`config.mk`:
```
export PLATFORM = sky130hd
export DESIGN_NAME = fifo_sync_level
export DESIGN_NICKNAME = d
export VERILOG_FILES = /design/src/rtl/fifo_sync_level.sv
export SDC_FILE = /design/constraint.sdc
export NUM_CORES = 1
export LEC_CHECK = 0
export ABC_AREA = 1
export ABC_CLOCK_PERIOD_IN_PS = 2900
export CAP_MARGIN = 30
export CORE_MARGIN = 1.5
export CORE_UTILIZATION = 40
export DETAILED_ROUTE_END_ITERATION = 10
export PLACE_DENSITY_LB_ADDON = 0.08
export SYNTH_ARGS = -nofsm -noshare
export SYNTH_HDL_FRONTEND = slang
export SYNTH_SLANG_ARGS = --single-unit
```
`constraint.sdc`:
```
create_clock -name clk -period 2.9 [get_ports clk]
set_clock_uncertainty 0.05 [all_clocks]
set_input_delay 0.29 -clock clk [delete_from_list [all_inputs] [get_ports clk]]
set_output_delay 0.29 -clock clk [all_outputs]
set_load 0.01 [all_outputs]
```
`src/rtl/fifo_sync_level.sv`:
```
// Single-clock FIFO with occupancy level, almost-full/empty thresholds, sticky errors, any DEPTH.
// Define FIFO_SYNC_LEVEL_FWFT_EN for first-word fall-through read data; default is registered read data.
module fifo_sync_level #(
  parameter int DATA_WIDTH         = 8,
  parameter int DEPTH              = 8,
  parameter int ALMOST_FULL_LEVEL  = DEPTH - 1,
  parameter int ALMOST_EMPTY_LEVEL = 1,
  localparam int LW                = $clog2(DEPTH + 1)
) (
  input  logic                  clk,
  input  logic                  reset,
  input  logic                  write_enable,
  input  logic [DATA_WIDTH-1:0] write_data,
  input  logic                  read_enable,
  output logic [DATA_WIDTH-1:0] read_data,
  output logic                  full,
  output logic                  empty,
  output logic                  almost_full,
  output logic                  almost_empty,
  output logic [LW-1:0]         level,
  output logic                  overflow,
  output logic                  underflow,
  input  logic                  error_clear
);

  localparam int PW = $clog2(DEPTH);
  localparam logic [PW-1:0] LAST_PTR = PW'(DEPTH - 1);
  localparam logic [LW-1:0] FULL_LVL = LW'(DEPTH);
  localparam logic [LW-1:0] AF_LVL   = LW'(ALMOST_FULL_LEVEL);
  localparam logic [LW-1:0] AE_LVL   = LW'(ALMOST_EMPTY_LEVEL);

  logic [DATA_WIDTH-1:0] mem_q [DEPTH];

  logic [PW-1:0] wr_ptr_q, wr_ptr_d;
  logic [PW-1:0] rd_ptr_q, rd_ptr_d;
  logic [LW-1:0] level_q, level_d;
  logic          overflow_q, overflow_d;
  logic          underflow_q, underflow_d;
  logic          write_accept, read_accept;

  assign full         = (level_q == FULL_LVL);
  assign empty        = (level_q == '0);
  assign almost_full  = (level_q >= AF_LVL);
  assign almost_empty = (level_q <= AE_LVL);
  assign level        = level_q;
  assign overflow     = overflow_q;
  assign underflow    = underflow_q;

  assign write_accept = write_enable & ~full;
  assign read_accept  = read_enable & ~empty;

  always_comb begin
    wr_ptr_d = wr_ptr_q;
    rd_ptr_d = rd_ptr_q;
    level_d  = level_q;
    // Explicit wrap so DEPTH need not be a power of two.
    if (write_accept) begin
      wr_ptr_d = (wr_ptr_q == LAST_PTR) ? '0 : wr_ptr_q + 1'b1;
    end
    if (read_accept) begin
      rd_ptr_d = (rd_ptr_q == LAST_PTR) ? '0 : rd_ptr_q + 1'b1;
    end
    case ({write_accept, read_accept})
      2'b10:   level_d = level_q + 1'b1;
      2'b01:   level_d = level_q - 1'b1;
      default: level_d = level_q;
    endcase
  end

  // Clear first so a same-cycle set event wins.
  always_comb begin
    overflow_d  = overflow_q;
    underflow_d = underflow_q;
    if (error_clear) begin
      overflow_d  = 1'b0;
      underflow_d = 1'b0;
    end
    if (write_enable & full) begin
      overflow_d = 1'b1;
    end
    if (read_enable & empty) begin
      underflow_d = 1'b1;
    end
  end

  always_ff @(posedge clk) begin
    if (reset) begin
      wr_ptr_q    <= '0;
      rd_ptr_q    <= '0;
      level_q     <= '0;
      overflow_q  <= 1'b0;
      underflow_q <= 1'b0;
    end else begin
      wr_ptr_q    <= wr_ptr_d;
      rd_ptr_q    <= rd_ptr_d;
      level_q     <= level_d;
      overflow_q  <= overflow_d;
      underflow_q <= underflow_d;
    end
  end

  // Storage is deliberately not cleared; reset only drops the pointers.
  always_ff @(posedge clk) begin
    if (!reset && write_accept) begin
      mem_q[wr_ptr_q] <= write_data;
    end
  end

`ifdef FIFO_SYNC_LEVEL_FWFT_EN
  assign read_data = empty ? '0 : mem_q[rd_ptr_q];
`else
  logic [DATA_WIDTH-1:0] rdata_q;

  always_ff @(posedge clk) begin
    if (reset) begin
      rdata_q <= '0;
    end else if (read_accept) begin
      rdata_q <= mem_q[rd_ptr_q];
    end
  end

  assign read_data = rdata_q;
`endif

endmodule

```
; Word level (Yosys, flattened, before mapping)
; Memory sizes are Yosys's and may differ from the RTL's. A register that Yosys moved wholly into a read port is not among the register bits.
; Index checks and enable logic that the tools add are counted.
[classes]
bitwise_logic = 6
n_lt_le_gt_ge = 2
n_mux = 8
n_eq_ne = 5
add_sub_neg = 4
reduce_logical = 6
[op_table]
columns = op, count
row1 = $pmux 4 s2, 1
row2 = $add 3x1->3 const B, 2
row3 = $eq 3x3->1 const B, 2
row4 = $mux 3, 2
row5 = $reduce_bool 2->1, 3
row6 = $mux 1, 5
row7 = $add 4x1->4 const B, 1
row8 = $and 1x1->1, 4
row9 = $eq 4x4->1 const B, 1
row10 = $ge 4x3->1 const B, 1
row11 = $le 4x1->1 const B, 1
row12 = $logic_not 4->1, 1
row13 = $sub 4x1->4 const B, 1
row14 = $eq 2x1->1 const B, 1
row15 = $eq 2x2->1 const B, 1
row16 = $not 1->1, 2
row17 = $logic_and 1x1->1, 1
row18 = $logic_not 1->1, 1
[word_totals]
ff_bits = 12
n_memories = 1
ram_bits = 64
wordCells = 37
inputBits = 13
out_inout_bits = 18
[mem_list]
columns = name, words, width, read_ports, rd_clocked_by_memory_dff, wr, line_no
row1 = mem_q, 8, 8, 1, 1, 1, 32  ; logic [DATA_WIDTH-1:0] mem_q [DEPTH];

; Logic depth before layout (Yosys ltp)
; Gate-level depths: netlist (run 1).
[logic_depth]
word_depth = 6
ltp_mapped = 12
mapped_depth_nobuf = 11

; Least setup slack after synthesis (run 1)
; OpenSTA, ideal clock, no wires.
[synth_path]
path_kind = register to register
start = reg level_q[0] (netlist: level[0])
end = mem mem_q[0][0], enable pin
t_required_ps = 2480
period_less_slack_ps = 1956
path_slack_ps = 944
stages_incl_launch_ff = 8
setup_ps = 370
n_path_buf = 0
arrival_time_ps = 1535
path_cell_list = dfxtp_1 > inv_1 > ha_1 > nand3_1 > nand2_2 > nor2_1 > nand2_1 > nor2_1
[synth_between]
elab_chain_cells = 6
[synth_rtl]
columns = item, line_no
row1 = "start, declared", 36  ; logic [LW-1:0] level_q, level_d;
row2 = "start signal, assigned", 96  ; level_q <= level_d;
row3 = $eq 4x4->1, 41  ; assign full = (level_q == FULL_LVL);
row4 = $not 1->1, 49  ; assign write_accept = write_enable & ~full;
row5 = $and 1x1->1, 49
row6 = $logic_and 1x1->1, 104  ; if (!reset && write_accept) begin
row7 = $mux 1, 104
row8 = $mux 1 (not written as such), 105  ; mem_q[wr_ptr_q] <= write_data;
row9 = "end, declared", 32
; No other way between the ends.

; Worst setup path in the final report (run 1)
[layout_path]
start = reg level_q[0] (netlist: level[0])
end = reg level_q[3] (netlist: level[3])
[layout_between]
elab_chain_cells = 5
word_cells_on_any_way = 12
classes_between = add/sub: 2 / eq/ne: 3 / mux: 1 / bitwise: 4 / reduce/logical: 2
[layout_rtl]
columns = item, line_no
row1 = $eq 4x4->1 / $logic_not 4->1 (equally long branches), "41, 42"
row2 = "$not 1->1, on equally long branches", "49, 50"
row3 = "$and 1x1->1, on equally long branches", "49, 50"
row4 = $eq 2x1->1 / $eq 2x2->1 (equally long branches), 63  ; case ({write_accept, read_accept})
row5 = $pmux 4 s2 / $reduce_bool 2->1 (equally long branches), --
; Several ways; a longest one is shown, not always the timed one.
; A chain may end at the register's enable or synchronous reset.

==> results of run 1 <==
## per-stage QoR
step | cells | utilization (%) | hold WS (ns) | total power [mW]
floorplan | 379 | - | 0.3389 | 2.115
global placement | 514 | 46.38 | 0.4026 | 2.438
detailed placement | 514 | 46.38 | 0.4043 | 2.444
CTS | 530 | 48.54 | 0.4166 | 3.254
global route | 530 | 48.54 | 0.4367 | 3.403
finish | 530 | 48.54 | 0.4161 | 3.213
## sequential cells by signal, indices dropped and copies added, names as in the netlist
signal and cells:
level 4, wr_ptr_q 3, underflow 1, overflow 1, mem_q 64, rd_ptr_q 3
read_data 8
## cells in the mapped netlist
cell type / number
sky130_fd_sc_hd__ha_1: 8
sky130_fd_sc_hd__nand4_1: 2
sky130_fd_sc_hd__edfxtp_1: 64
sky130_fd_sc_hd__o21ai_1: 1
sky130_fd_sc_hd__buf_6: 7
sky130_fd_sc_hd__inv_1: 61
sky130_fd_sc_hd__nand2_1: 100
sky130_fd_sc_hd__buf_2: 4
sky130_fd_sc_hd__o21a_1: 1
sky130_fd_sc_hd__a22oi_1: 1
sky130_fd_sc_hd__o21ai_0: 7
sky130_fd_sc_hd__nand3_1: 50
sky130_fd_sc_hd__nor2_1: 19
sky130_fd_sc_hd__clkbuf_1: 2
sky130_fd_sc_hd__a21oi_1: 19
sky130_fd_sc_hd__nor3_1: 1
sky130_fd_sc_hd__dfxtp_1: 20
sky130_fd_sc_hd__buf_4: 2
sky130_fd_sc_hd__o21ai_4: 1
sky130_fd_sc_hd__nand2_2: 2
sky130_fd_sc_hd__inv_4: 1
sky130_fd_sc_hd__inv_2: 4
sky130_fd_sc_hd__xor2_1: 1
sky130_fd_sc_hd__clkinv_1: 1
## path summary, 6_finish.rpt
path,endpoint,cells past startpoint,slack (ns)
worst min-delay path,read_data[6],2,0.42
worst max-delay path,level[3],11,0.61
worst max register to register,level[3],11,0.61
worst min register to register,read_data[6],2,0.42
## layer usage
| layer | share of wire (%) | up-vias |
|---|---|---|
| met5 | 0 | - |
| met4 | 1.7 | 0 |
| met3 | 3.3 | 12 |
| met2 | 49 | 38 |
| met1 | 46 | 1171 |
| li1 | - | 1300 |
## cells in the final DEF, fill, tap and decap left out, types with 3 or more instances in the layout
cell type	Yosys	layout
sky130_fd_sc_hd__inv_2	4	4
sky130_fd_sc_hd__nor2_1	19	19
sky130_fd_sc_hd__nand2_1	100	100
sky130_fd_sc_hd__buf_4	2	12
sky130_fd_sc_hd__a21oi_1	19	19
sky130_fd_sc_hd__clkdlybuf4s50_1	0	30
sky130_fd_sc_hd__inv_1	61	61
sky130_fd_sc_hd__ha_1	8	8
sky130_fd_sc_hd__nand3_1	50	50
sky130_fd_sc_hd__clkinv_1	1	3
sky130_fd_sc_hd__clkbuf_8	0	9
sky130_fd_sc_hd__edfxtp_1	64	64
sky130_fd_sc_hd__dfxtp_1	20	20
sky130_fd_sc_hd__o21ai_0	7	7
## worst max-delay path, delay by kind of cell, from the launching register on
kind / cells / cell delay (ns)
simple gates: 3 / 0.32
fa+ha+maj: 2 / 0.55
flops: 1 / 0.36
buf+inv: 3 / 0.39
compound gates: 3 / 0.54
## layout make-up
type | instances | area, um2
tap | 108 | 135.1
timing repair buffer | 42 | 390.4
fill | 830 | 4553
clock inverter | 7 | 67.56
inverter | 67 | 254.0
clock buffer | 9 | 123.9
multi-input combinational | 213 | 1002
sequential | 84 | 2322
## power groups by stage
stage	clock network, mW	logic (mW)	registers [mW]
floorplan	0	0.625	1.49
global placement	0	0.921	1.52
detailed placement	0	0.928	1.52
CTS	0.832	0.933	1.49
global route	0.875	1.02	1.50
finish	0.814	0.913	1.49
## logic make-up after synthesis
group           count (synthesis)
simple gates                  174
flops                          84
buf+inv                        82
compound gates                 30
fa+ha+maj                       8
xor+xnor                        1
==> flow_summary.json, run 1 <==
{
  "first_global_vias": 2453,
  "power_switching_mw": 1.065,
  "post_placement_setup_slack_ns": 0.6169,
  "synth_compound_gate_area_share_pct": 4.498,
  "irDropWorstVdd_mv": 0.3152,
  "timing.slew.headroom_pct": 64.29,
  "cell_by_cell_listing_of_the_critical_path": "inv_1 > ha_1 > inv_1 > o21ai_4 > inv_2 > ha_1 > nor2_1 > nand4_1 > nand2_1 > o21ai_0 > a21oi_1",
  "min_period_over_period_pct": 78.99,
  "timing_max_transition_violations_final": 0,
  "ctsHoldBuffers": 0,
  "antenna-diode-count": 0,
  "rsz_0062_raised_after_global_routing": "false",
  "path_class": "register to register",
  "crit_start": "level[0]",
  "num_rows": 34,
  "power_frac_seq_pct": 46.3,
  "synthSimpleGateAreaFrac_pct": 19.65,
  "routed_vias": 2521,
  "synth_fa_ha_area_share_pct": 2.705,
  "portBuffers": 30,
  "grt_use_total_pct": 17.25,
  "netSwitchingFraction_pct": 33.14,
  "chipHeight_um": 99.18,
  "power_leakage_nw": 1.806,
  "worst_max_slew_pin_slew_ns": 0.5349,
  "run_status": "completed",
  "worstPathRequired_ns": 3.14,
  "grt_first_pass_wirelength_um": 12640,
  "ctsRootBufferMaster": "sky130_fd_sc_hd__clkbuf_8",
  "min_path_type": "register to register",
  "synth.ff_latch_count": 84,
  "layout-area-overhead-vs-synth_pct": 16.10,
  "clk-insertion-delay-late_ns": 0.35,
  "post_synthesis_cell_area_um2": 3700,
  "synth_area_leader_cell": "sky130_fd_sc_hd__edfxtp_1",
  "detail_route.wl_per_cell_um": 14.78,
  "reg2reg_from": "level[0]",
  "syn_area_per_cell_um2": 9.762,
  "max_cap_viol_count": 0,
  "place.detailed.hpwl_um": 5424,
  "tmin_final_ns": 2.291,
  "postCtsResizedCells": 0,
  "post_synthesis_xor_xnor_area_fraction_pct": 0.2367,
  "cts.repair_timing.setup_buffer_count": 0,
  "drive_above_1_share_pct": 8.057,
  "chipWidth_um": 99.18,
  "synthMuxAreaShare_pct": 0,
  "worst_setup_path_end_kind": "register",
  "syn_nets": 400,
  "fp.coreArea_um2": 8848,
  "average_via_count_per_standard_cell": 4.757,
  "power_per_unit_of_standard_cell_area_nw_per_um2": 748.0,
  "worst_path_largest_cell_delay_ns": 0.36,
  "critical_path_startpoint_category": "register",
  "dieArea_um2": 9836,
  "layout.nets": 438,
  "global_routing_usage_on_met2_pct": 28.22,
  "synth.top_cell.area_share_pct": 51.94,
  "timing.final.setup_violations": 0,
  "synth.area.top_cells": "sky130_fd_sc_hd__edfxtp_1 52%, sky130_fd_sc_hd__dfxtp_1 11%, sky130_fd_sc_hd__nand2_1 10%",
  "timing.fmax_ghz": 0.4365,
  "grt_max_degree": 34,
  "route.antenna.remaining_nets": 0,
  "initial_core_util_pct": 41.81,
  "internal_power_consumption_mw": 2.148,
  "total_number_of_clock_tree_sinks": 84,
  "final.setup.tns_ns": 0,
  "finalWirelength_um": 7832,
  "initialDrtViolationCount": 120,
  "worst_setup_hold_path_clk_slew_ns": 0.08,
  "io_pins": 31,
  "drc": 0,
  "cts_tree": "done",
  "worst_hold_startpoint": "read_data[6]",
  "syn_inst": 379,
  "pwr-share-clk_pct": 25.3,
  "cts.path.max_buffers": 2,
  "gr-max-usage-layer": "met2",
  "final_hold_viol_count": 0,
  "placed_cell_area_um2": 4104,
  "critPathMaxFanout": 13,
  "design_area_um2": 4295,
  "grt.met1_usage_pct": 22.47,
  "inserted_clock_buffers": 9,
  "grt.met3_usage_pct": 4.287,
  "synth_cell_types": 24,
  "finalWorstSetupSlack_ns": 0.6092,
  "combinational_family_with_the_most_area_after_synthesis": "simple AND/OR/NAND/NOR gates",
  "grt-ovfl-total": 0,
  "drt_first_pass_iters": 4,
  "synth.yosys.seq_area_share_pct": 62.77,
  "max_h_tree_level": 3,
  "timing.critical_path.arrival_ns": 2.53,
  "gpl.final_weighted_congestion": 0.8395,
  "power.combinational.fraction_pct": 28.4,
  "antenna_violations_before_repair": 0,
  "slowest_stage": "sky130_fd_sc_hd__dfxtp_1",
  "synth.yosys.warnings": 0
}
(Power assumes the default switching activity.)
==> run 2: changes to the inputs <==
--- a/config.mk
+++ b/config.mk
@@ -6,7 +6,7 @@
 export NUM_CORES = 1
 export LEC_CHECK = 0
 export ABC_AREA = 1
-export ABC_CLOCK_PERIOD_IN_PS = 2900
+export ABC_CLOCK_PERIOD_IN_PS = 2000
 export CAP_MARGIN = 30
 export CORE_MARGIN = 1.5
 export CORE_UTILIZATION = 40
==> constraint.sdc (replaced) <==
create_clock -name clk -period 2 [get_ports clk]
set_clock_uncertainty 0.05 [all_clocks]
set_input_delay 0.2 -clock clk [delete_from_list [all_inputs] [get_ports clk]]
set_output_delay 0.2 -clock clk [all_outputs]
set_load 0.01 [all_outputs]
==> flow_summary.json, run 2 (same netlist as run 1, synthesis figures left out) <==
{
  "run_status": "completed",
  "ctsHoldBuffers": 0,
  "place_inst": 524,
  "detail_route.wl_per_cell_um": 15.13,
  "r2r-end": "mem_q[2][3]",
  "most_common_cell_after_layout_fill_and_taps_aside": "sky130_fd_sc_hd__nand2_1",
  "drt_first_pass_iters": 4,
  "max_h_tree_level": 3,
  "min_period_over_period_pct": 94.30,
  "max_cap_viol_count": 0,
  "route.antenna.remaining_nets": 0,
  "chipHeight_um": 99.18,
  "gpl.final_weighted_congestion": 0.8252,
  "worst_max_slew_pin_slew_ns": 0.4660,
  "layout.nets": 448,
  "reg2reg_from": "level[0]",
  "antenna_violations_before_repair": 0,
  "most-common-layout-cells": "100 x sky130_fd_sc_hd__nand2_1, 64 x sky130_fd_sc_hd__edfxtp_1, 61 x sky130_fd_sc_hd__inv_1",
  "portBuffers": 30,
  "rsz_0062_raised_after_global_routing": "false",
  "worst_setup_path_end_kind": "output port",
  "filler_cell_count": 833,
  "initialDrtViolationCount": 117,
  "top_register": "mem_q",
  "end_of_the_worst_hold_path": "read_data[7]",
  "final.setup.tns_ns": 0,
  "placed_cell_area_um2": 4179,
  "final_core_util_pct": 49.90,
  "irDropWorstVdd_mv": 0.5481,
  "num_rows": 34,
  "cts_tree": "done",
  "grt_use_total_pct": 17.88,
  "path_class": "register to output port",
  "total_number_of_clock_tree_sinks": 84,
  "fp.coreArea_um2": 8848,
  "layout-area-overhead-vs-synth_pct": 19.34,
  "finalNonFillerCells": 540,
  "average_via_count_per_standard_cell": 4.769,
  "power_per_unit_of_standard_cell_area_nw_per_um2": 1103,
  "timing.final.setup_violations": 0,
  "worst_hold_startpoint": "read_data[7]",
  "multi_input_area_um2": 1020,
  "largest_reg_flops": 64,
  "regToRegSetupSlack_ns": 0.16,
  "io_pins": 31,
  "critical_path_startpoint_category": "register",
  "antenna-diode-count": 0,
  "hold-path-cell-count": 2,
  "timing.critical_path.arrival_ns": 1.64,
  "ff2ff_path_depth": 8,
  "routed_vias": 2575,
  "ctsRootBufferMaster": "sky130_fd_sc_hd__clkbuf_8",
  "clk-insertion-delay-late_ns": 0.34,
  "timing.slew.headroom_pct": 68.89,
  "drive_above_1_share_pct": 11.11,
  "cts.path.max_buffers": 2,
  "grt_max_degree": 34,
  "tmin_final_ns": 1.886,
  "drc": 0,
  "inserted_clock_buffers": 9,
  "worst_setup_hold_path_clk_slew_ns": 0.09,
  "place.detailed.hpwl_um": 5544,
  "final_hold_viol_count": 0,
  "grt-ovfl-total": 0,
  "power_leakage_nw": 1.900,
  "timing_max_transition_violations_final": 0,
  "grt_first_pass_wirelength_um": 13190,
  "dieArea_um2": 9836,
  "min_path_type": "register to register",
  "cts.repair_timing.setup_buffer_count": 0,
  "timing.fmax_ghz": 0.5302,
  "worstPathRequired_ns": 1.75,
  "chipWidth_um": 99.18,
  "first_global_vias": 2568,
  "seqCellArea_um2": 2322,
  "design_area_um2": 4415,
  "critPathMaxFanout": 4,
  "postCtsResizedCells": 2,
  "finalWirelength_um": 8172,
  "initial_core_util_pct": 41.81
}
run 2: how the worst max path moves through the flow:
stage	start	end	slack, ns	cells past startpoint
5_1_grt	level[0]	mem_q[7][5]	0.02	8
6_report	level[0]	almost_full	0.11	4
3_3_place_gp	level[0]	level[3]	0.17	10
4_1_cts	level[1]	full	0.007	5
2_1_floorplan	level[0]	mem_q[0][0]	0.04	7
3_5_place_dp	level[1]	level[3]	0.09	11
run 2: layout make-up:
class                      instances  share of cell area, %
clock buffer                      10                  2.890
timing repair buffer              52                  10.63
clock inverter                     6                  1.984
tap                              108                  3.060
inverter                          67                  5.752
multi-input combinational        213                  23.09
sequential                        84                  52.59
run 2: critical path, cell delays in order, from the launching register on:
cell and delay [ns]:
sky130_fd_sc_hd__dfxtp_1 0.32, sky130_fd_sc_hd__buf_4 0.14, sky130_fd_sc_hd__ha_1 0.21, sky130_fd_sc_hd__o21a_1 0.17, sky130_fd_sc_hd__clkdlybuf4s50_1 0.47
run 2: per-layer routing:
layer  track usage (%)  wire length [um]  vias to the layer above
li1                  -                 -                     1315
met1             22.87              3661                     1196
met2             30.19              3983                       55
met3             3.935               398                        9
met4             6.284               128                        0
met5                 0                 0                        -
run 2: per-stage QoR:
| stage | hold slack (ns) | power, mW | setup slack (ns) |
|---|---|---|---|
| CTS | 0.4232 | 4.904 | 0.006888 |
| detailed placement | 0.4082 | 3.595 | 0.08506 |
| finish | 0.4194 | 4.869 | 0.1141 |
| floorplan | 0.2489 | 3.066 | 0.04436 |
| global placement | 0.4046 | 3.580 | 0.1671 |
| global route | 0.4301 | 5.169 | 0.02497 |
run 2: power breakdown:
group	switching, mW	total, mW	internal, mW	leakage [nW]
Sequential	0.105	2.11	2.01	0.742
Clock	0.608	1.31	0.707	0.111
Combinational	0.851	1.44	0.591	1.05
Total	1.56	4.87	3.31	1.90
==> run 3: changes to the inputs <==
--- a/config.mk
+++ b/config.mk
@@ -9,7 +9,7 @@
 export ABC_CLOCK_PERIOD_IN_PS = 2000
 export CAP_MARGIN = 30
 export CORE_MARGIN = 1.5
-export CORE_UTILIZATION = 40
+export CORE_UTILIZATION = 52
 export DETAILED_ROUTE_END_ITERATION = 10
 export PLACE_DENSITY_LB_ADDON = 0.08
 export SYNTH_ARGS = -nofsm -noshare
==> flow_summary.json, run 3 (same netlist as run 1, synthesis figures left out) <==
{
  "run_status": "completed",
  "gpl.final_weighted_congestion": 0.7750,
  "worst_max_slew_pin_slew_ns": 0.3389,
  "min_period_over_period_pct": 94.54,
  "timing_max_transition_violations_final": 0,
  "worst_setup_hold_path_clk_slew_ns": 0.08,
  "portBuffers": 30,
  "rsz_0062_raised_after_global_routing": "false",
  "grt_first_pass_wirelength_um": 11920,
  "routed_vias": 2667,
  "power_leakage_nw": 1.896,
  "grt_use_total_pct": 21.71,
  "most-common-layout-cells": "100 x sky130_fd_sc_hd__nand2_1, 64 x sky130_fd_sc_hd__edfxtp_1, 61 x sky130_fd_sc_hd__inv_1",
  "antenna_violations_before_repair": 0,
  "chipWidth_um": 87.35,
  "io_pins": 31,
  "most_common_cell_after_layout_fill_and_taps_aside": "sky130_fd_sc_hd__nand2_1",
  "hold-path-cell-count": 2,
  "tmin_final_ns": 1.891,
  "critical_path_startpoint_category": "register",
  "timing.final.setup_violations": 0,
  "initial_core_util_pct": 54.16,
  "design_area_um2": 4404,
  "grt-ovfl-total": 0,
  "num_rows": 30,
  "placed_cell_area_um2": 4187,
  "drive_above_1_share_pct": 11.49,
  "min_path_type": "register to register",
  "final_hold_viol_count": 0,
  "first_global_vias": 2513,
  "final.setup.tns_ns": 0,
  "max_h_tree_level": 3,
  "clk-insertion-delay-late_ns": 0.34,
  "cts.repair_timing.setup_buffer_count": 0,
  "initialDrtViolationCount": 189,
  "ctsHoldBuffers": 0,
  "place.detailed.hpwl_um": 5128,
  "grt_max_degree": 34,
  "chipHeight_um": 87.35,
  "timing.slew.headroom_pct": 77.40,
  "largest_reg_flops": 64,
  "path_class": "register to output port",
  "ctsRootBufferMaster": "sky130_fd_sc_hd__clkbuf_8",
  "critPathMaxFanout": 4,
  "average_via_count_per_standard_cell": 5.023,
  "dieArea_um2": 7630,
  "filler_cell_count": 569,
  "ff2ff_path_depth": 8,
  "route.antenna.remaining_nets": 0,
  "detail_route.wl_per_cell_um": 14.31,
  "power_per_unit_of_standard_cell_area_nw_per_um2": 1082,
  "worstPathRequired_ns": 1.75,
  "drt_first_pass_iters": 4,
  "cts.path.max_buffers": 2,
  "top_register": "mem_q",
  "layout-area-overhead-vs-synth_pct": 19.04,
  "cts_tree": "done",
  "timing.critical_path.arrival_ns": 1.64,
  "total_number_of_clock_tree_sinks": 84,
  "max_cap_viol_count": 0,
  "worst_setup_path_end_kind": "output port",
  "layout.nets": 451,
  "antenna-diode-count": 0,
  "fp.coreArea_um2": 6832,
  "inserted_clock_buffers": 9,
  "finalWirelength_um": 7597,
  "irDropWorstVdd_mv": 0.6050,
  "drc": 0,
  "timing.fmax_ghz": 0.5289
}
## run 3: final timing paths
kind           startpoint      endpoint  slack [ns]
max              level[0]   almost_full        0.11
min          read_data[2]  read_data[2]        0.42
max reg2reg      level[0]   mem_q[4][5]        0.17
min reg2reg  read_data[2]  read_data[2]        0.42
## run 3: layout make-up
type | count | area (um2) | share of cell area [%]
Multi-Input combinational cell | 213 | 1017 | 23.10
Clock buffer | 10 | 127.6 | 2.898
Inverter | 67 | 254.0 | 5.767
Tap cell | 96 | 120.1 | 2.727
Sequential cell | 84 | 2322 | 52.73
Clock inverter | 6 | 71.32 | 1.619
Timing Repair Buffer | 55 | 491.7 | 11.16
## run 3: metrics by stage
stage | worst slack (ns) | power [mW] | hold slack [ns] | utilization, % | instances
2_1_floorplan | 0.04436 | 3.066 | 0.2489 | - | 379
3_3_place_gp | 0.1959 | 3.580 | 0.4008 | 61.28 | 515
3_5_place_dp | 0.1240 | 3.605 | 0.4042 | 61.28 | 515
4_1_cts | 0.04205 | 4.785 | 0.4175 | 64.18 | 531
5_1_grt | 0.02968 | 5.042 | 0.4312 | 64.47 | 531
6_report | 0.1092 | 4.766 | 0.4153 | 64.47 | 531
## run 3: power breakdown
group	internal [mW]	switching [mW]
clock	0.588	0.607
sequential	2.01	0.0884
combinational	0.616	0.858
## run 3: what timing repair did
item                       4_1_cts  5_1_grt
gates resized for setup          1        4
pin swaps                        0        0
gates cloned                     0        0
setup endpoints to repair        1        4
## run 3: metal layers
metal  track usage (%)  share of wire, %  routed length [um]
met1             27.97                45                3411
met3             4.360               5.2                 394
met5                 0                 0                   0
met4             11.98               2.8                 214
met2             34.41                47                3576
## run 3: worst max-delay path: stages (launching register included)
cell and delay, ns:
sky130_fd_sc_hd__dfxtp_1 0.32, sky130_fd_sc_hd__buf_4 0.14, sky130_fd_sc_hd__ha_1 0.20, sky130_fd_sc_hd__o21a_1 0.17
sky130_fd_sc_hd__clkdlybuf4s50_1 0.47
